### config.mk
export PLATFORM = sky130hd
export DESIGN_NAME = memctrl
export DESIGN_NICKNAME = d
export VERILOG_FILES = /design/src/rtl/memctrl.sv
export SDC_FILE = /design/constraint.sdc
export NUM_CORES = 1
export LEC_CHECK = 0
export CAP_MARGIN = 20
export CORE_UTILIZATION = 46
export CTS_BUF_LIST = sky130_fd_sc_hd__clkbuf_8
export CTS_CLUSTER_DIAMETER = 30
export DETAILED_ROUTE_END_ITERATION = 16
export PLACE_DENSITY = 0.87
export SYNTH_ARGS = -nofsm -noshare
export SYNTH_HDL_FRONTEND = slang
export SYNTH_SLANG_ARGS = --single-unit
### constraint.sdc
create_clock -name clk -period 2.2 [get_ports clk]
set_input_delay 0.55 -clock clk [delete_from_list [all_inputs] [get_ports clk]]
set_output_delay 0.55 -clock clk [all_outputs]
set_load 0.05 [all_outputs]
### src/rtl/memctrl.sv
// memctrl: arbitrates a single-port, byte-wide RAM between MEM-stage byte accesses
// and 4-byte little-endian instruction fetches, with MEM holding strict priority.
module memctrl (
  input  logic        clk,
  input  logic        rst,
  input  logic [1:0]  mem_rw_i,
  input  logic [31:0] mem_addr_i,
  input  logic [7:0]  mem_data_i,
  input  logic        mem_flag_i,
  output logic        mem_r_o,
  output logic [7:0]  mem_data_o,
  input  logic        if_req_i,
  input  logic [31:0] if_addr_i,
  output logic        if_valid_o,
  output logic [31:0] if_inst_o,
  output logic [31:0] ram_a_o,
  output logic        ram_wr_o,
  output logic [7:0]  ram_dout_o,
  input  logic [7:0]  ram_din_i
);

  typedef enum logic [1:0] {S_IDLE, S_ISSUE, S_WAIT} state_t;

  // One entry per issued read; tag1 lines up with the cycle its byte is on ram_din_i.
  typedef struct packed {
    logic       valid;
    logic       src_if;
    logic [1:0] k;
  } tag_t;

  state_t      r_state;
  logic [31:0] r_fa;
  logic [2:0]  r_ki;
  logic [2:0]  r_kr;
  logic [23:0] r_ibuf;
  tag_t        r_tag0;
  tag_t        r_tag1;

  logic w_mem_rd;
  logic w_mem_wr;
  logic w_mem_busy;
  logic w_abort;
  logic w_if_issue;
  logic w_if_ret;
  logic w_mem_ret;

  assign w_mem_rd   = (mem_rw_i == 2'b01);
  assign w_mem_wr   = (mem_rw_i == 2'b10);
  assign w_mem_busy = (mem_rw_i != 2'b00) || mem_flag_i;
  assign w_abort    = (r_state != S_IDLE) && (!if_req_i || (if_addr_i != r_fa));
  assign w_if_issue = (r_state == S_ISSUE) && !w_mem_busy && !w_abort;
  assign w_if_ret   = r_tag1.valid && r_tag1.src_if && !w_abort;
  assign w_mem_ret  = r_tag1.valid && !r_tag1.src_if;

  always_ff @(posedge clk) begin
    if (rst) begin
      // NOTE: the tag pipe is cleared too, so no byte in flight at reset can raise a response.
      r_state    <= S_IDLE;
      r_fa       <= '0;
      r_ki       <= '0;
      r_kr       <= '0;
      r_ibuf     <= '0;
      r_tag0     <= '0;
      r_tag1     <= '0;
      ram_a_o    <= '0;
      ram_wr_o   <= 1'b0;
      ram_dout_o <= '0;
      mem_r_o    <= 1'b0;
      mem_data_o <= '0;
      if_valid_o <= 1'b0;
      if_inst_o  <= '0;
    end else begin
      ram_a_o    <= '0;
      ram_wr_o   <= 1'b0;
      ram_dout_o <= '0;
      mem_r_o    <= 1'b0;
      if_valid_o <= 1'b0;
      r_tag0     <= '0;

      // RAM port: MEM first, then a pending fetch byte.
      if (w_mem_rd) begin
        ram_a_o <= mem_addr_i;
        r_tag0  <= '{valid: 1'b1, src_if: 1'b0, k: 2'd0};
      end else if (w_mem_wr) begin
        ram_a_o    <= mem_addr_i;
        ram_wr_o   <= 1'b1;
        ram_dout_o <= mem_data_i;
      end else if (w_if_issue) begin
        ram_a_o <= r_fa + {29'd0, r_ki};
        r_tag0  <= '{valid: 1'b1, src_if: 1'b1, k: r_ki[1:0]};
      end

      r_tag1 <= r_tag0;
      if (w_abort && r_tag0.src_if)
        r_tag1.valid <= 1'b0;

      if (w_mem_ret) begin
        mem_r_o    <= 1'b1;
        mem_data_o <= ram_din_i;
      end

      if (w_if_ret) begin
        r_kr <= r_kr + 3'd1;
        case (r_tag1.k)
          2'd0: r_ibuf[7:0]   <= ram_din_i;
          2'd1: r_ibuf[15:8]  <= ram_din_i;
          2'd2: r_ibuf[23:16] <= ram_din_i;
          default: begin
            if (r_kr == 3'd3 && r_state == S_WAIT) begin
              if_valid_o <= 1'b1;
              if_inst_o  <= {ram_din_i, r_ibuf};
            end
          end
        endcase
      end

      case (r_state)
        S_IDLE: begin
          if (if_req_i && !w_mem_busy) begin
            r_state <= S_ISSUE;
            r_fa    <= if_addr_i;
            r_ki    <= '0;
            r_kr    <= '0;
          end
        end
        S_ISSUE: begin
          if (w_abort) begin
            r_state <= S_IDLE;
          end else if (w_if_issue) begin
            r_ki <= r_ki + 3'd1;
            if (r_ki == 3'd3)
              r_state <= S_WAIT;
          end
        end
        S_WAIT: begin
          if (w_abort || (w_if_ret && r_kr == 3'd3))
            r_state <= S_IDLE;
        end
        default: r_state <= S_IDLE;
      endcase
    end
  end

endmodule

==> results.sh, run 1 <==
export IMPL_cp_max_fo=6
export IMPL_synth_compound_area_share=0.0739
export IMPL_grt_max_degree=55
export IMPL_violations="negative setup slack"
export IMPL_ctsRootBufferMaster="clkbuf_8"
export IMPL_synth_distinct_cells=40
export IMPL_synth_seq_cells=155
export IMPL_synth_top_family_by_area="simple AND/OR/NAND/NOR gates"
export IMPL_synth_edff_count=0
export IMPL_synth_nets=860
export IMPL_fp_dieW_um=123
export IMPL_diodes=0
export IMPL_drc=0
export IMPL_ys_warn_count=0
export IMPL_worstSetupStartpointType="primary input"
export IMPL_drt_iter0_drc=425
export IMPL_fin_crit_ps=2260
export IMPL_hold_viol=0
export IMPL_antenna_left=0
export IMPL_crit_chain="clkdlybuf4s50_1 -> xor2_1 -> nor4_1 -> and4_4 -> nand4_1 -> buf_4 -> buf_6 -> or3_1 -> a21oi_1"
export IMPL_arrival_ps=2630
export IMPL_fin_util=0.687
export IMPL_pwr_density_cell_nw_per_um2=594
export IMPL_pin_count=169
export IMPL_finalWorstSetupSlack_ps=-57.8
export IMPL_drive_above_1_share=0.146
export IMPL_syn_avg_cell_area_um2=8.88
export IMPL_cts_max_path_buffers=2
export IMPL_rsz0062_at_grt="yes"
export IMPL_cts_made_buffers=17
export IMPL_hp_class="primary input to flop"
export IMPL_dp_hpwl_um=13100
export IMPL_critPathCaptureType="flop"
export IMPL_die_h_um=123
export IMPL_h_tree_depth=4
export IMPL_ir_drop_uv=384
export IMPL_synth_mux_area_fraction=0.0876
export IMPL_insertion_delay_ps=470
export IMPL_syn_inst=759
export IMPL_grt_first_pass_wirelength_um=27900
export IMPL_tns_ps=-80.1
export IMPL_clock_skew_ps=11.0
export IMPL_critPathKind="primary input to flop"
export IMPL_critPathMaxStageDelay_ps=440
export IMPL_cts_sinks=155
export IMPL_relSlewSlack=0.626
export IMPL_r2r_slack_ps=-30
export IMPL_antenna_found_initial=0
export IMPL_numPortBuffers=168
export IMPL_crit_required_ps=2580
export IMPL_start_util=0.478
export IMPL_drv_cap=0
export IMPL_cts_tree="built"
export IMPL_slew_violations=0
export IMPL_power_static_leakage_nw=4.51
export IMPL_overflow=0
export IMPL_clk_pin_slew_ps=80
export IMPL_grt_use_total=0.243
export IMPL_via_per_inst=5.30
export IMPL_setup_viol=3
export IMPL_drt_pass1_iter_count=5
export IMPL_synth_fa_ha_area_frac=0.0290
export IMPL_grt_pass1_vias=5715
export IMPL_row_count=43
export IMPL_synth_xor_area_frac=0.0767
export IMPL_worst_slew_pin_slew_ps=559
export IMPL_ys_seq_area_frac=0.460
export IMPL_wl_per_cell_um=16.3
export IMPL_synth_flop_cell="dfxtp_1"
export IMPL_period_share=1.03
export IMPL_crit_path_top_delay_cell="clkdlybuf4s50_1"
export IMPL_core_area_um2=14100
export IMPL_wl_um=18900
export IMPL_die_area_um2=15100
export IMPL_synth_simple_area_share=0.236
export IMPL_place_congestion=0.891
export IMPL_nNetsFinal=1067
export IMPL_syn_to_final_growth_pct=43.7
export IMPL_vias=6140
export IMPL_max_freq_mhz=443
export IMPL_holdWs_ps=385
export IMPL_status="finished, violations left"
export IMPL_p_total_w=0.00575
export IMPL_postSynth_asyncResetShare=0
export IMPL_synth_cell_area_um2=6740
-- layer usage --
| metal | up-vias | GRT usage | routed length [µm] |
|---|---|---|---|
| li1 | 2968 | - | - |
| met2 | 224 | 0.421 | 9740 |
| met5 | - | 0 | 0 |
| met3 | 54 | 0.0489 | 1040 |
| met1 | 2894 | 0.284 | 7470 |
| met4 | 0 | 0.123 | 637 |
-- placed cells by master (no fill, tap or decap), drive strengths merged, types with 26 or more instances in the layout --
cell / Yosys / layout
dlygate4sd2: 0 / 30
nand2: 127 / 127
clkdlybuf4s50: 0 / 103
or3: 26 / 26
dlymetal6s2s: 0 / 34
nor2: 44 / 44
a21oi: 69 / 69
xnor2: 35 / 35
dfxtp: 155 / 155
buf: 11 / 67
mux2i: 59 / 59
nand2b: 34 / 34
-- path summary, 6_finish.rpt --
check / startpoint / end / cells after the start
max: if_addr_i[18] / ram_a_o[22] / 9
min reg2reg: r_tag0[0] / r_tag1[0] / 1
min: if_addr_i[14] / r_fa[14] / 3
max reg2reg: r_fa[16] / ram_a_o[22] / 8
-- state kept, by name, indices dropped and copies added (netlist names) --
signal / flops
if_inst_o: 32
r_fa: 32
ram_a_o: 32
r_ibuf: 24
mem_data_o: 8
ram_dout_o: 8
r_tag0: 4
r_tag1: 4
r_ki: 3
r_kr: 3
r_state: 2
if_valid_o: 1
mem_r_o: 1
ram_wr_o: 1
-- layout make-up --
| type | instances | area, µm² |
|---|---|---|
| Clock inverter | 15 | 176 |
| Fill cell | 985 | 4420 |
| Clock buffer | 17 | 234 |
| Multi-Input combinational cell | 545 | 3530 |
| Sequential cell | 155 | 3110 |
| Inverter | 13 | 48.8 |
| Timing Repair Buffer | 234 | 2350 |
| Tap cell | 180 | 225 |
-- where the power goes --
group	leakage [nW]	switching (W)	internal, W
registers	1.26	0.0000247	0.00285
logic	3.06	0.000354	0.000296
clock network	0.195	0.00111	0.00112
-- stage by stage --
stage / std cells / area (µm²) / setup WS [ps]
6_report: 1159 / 9680 / -57.8
3_5_place_dp: 1121 / 9020 / -673
3_3_place_gp: 1121 / 9020 / -630
5_1_grt: 1159 / 9680 / -156
2_1_floorplan: 759 / 6740 / 36.1
4_1_cts: 1158 / 9460 / 1.07
-- synth_stat cells, drive strengths merged, types with 12 or more instances --
cell | instances | area, µm²
mux2i | 59 | 591
xor2 | 24 | 210
and2 | 12 | 75.1
nand2 | 127 | 477
a21oi | 69 | 345
nand3 | 16 | 80.1
xnor2 | 35 | 307
or3 | 26 | 163
nor2 | 44 | 165
inv | 13 | 48.8
clkbuf | 35 | 133
nand4 | 14 | 87.6
ha | 14 | 175
dfxtp | 155 | 3100
nand2b | 34 | 213
-- critical path: cells and delay by family --
kind,cells,cell delay [ps]
AO/OA/AOI/OAI,1,190
buffers and inverters,3,760
AND/OR/NAND/NOR,4,960
XOR/XNOR,1,170
-- timing repair --
item / in CTS / in global routing
setup buffers: 3 / 1
gates resized for setup: 38 / 72
endpoints found under the setup margin: 111 / 66
endpoints found under the hold margin: 0 / 0
hold buffers: 0 / 0
pin swaps: 10 / 53
cloned: 2 / 0
-- logic make-up after synthesis --
| group | count (synthesis) |
|---|---|
| compound gates | 89 |
| xor+xnor | 59 |
| fa+ha+maj | 15 |
| buf+inv | 59 |
| flops | 155 |
| mux | 59 |
| simple gates | 323 |
No activity file was read; power rests on OpenSTA's default activity.
==> inputs of run 2 (changes only) <==
CAP_MARGIN = 25   (was 20)
==> results of run 2 <==
The final DEF is identical to that of run 1; final timing and power are the same.
==> inputs of run 3 (changes only) <==
SLEW_MARGIN = 20   (was unset)
==> results of run 3 <==
The final DEF is identical to that of run 1; final timing and power are the same.
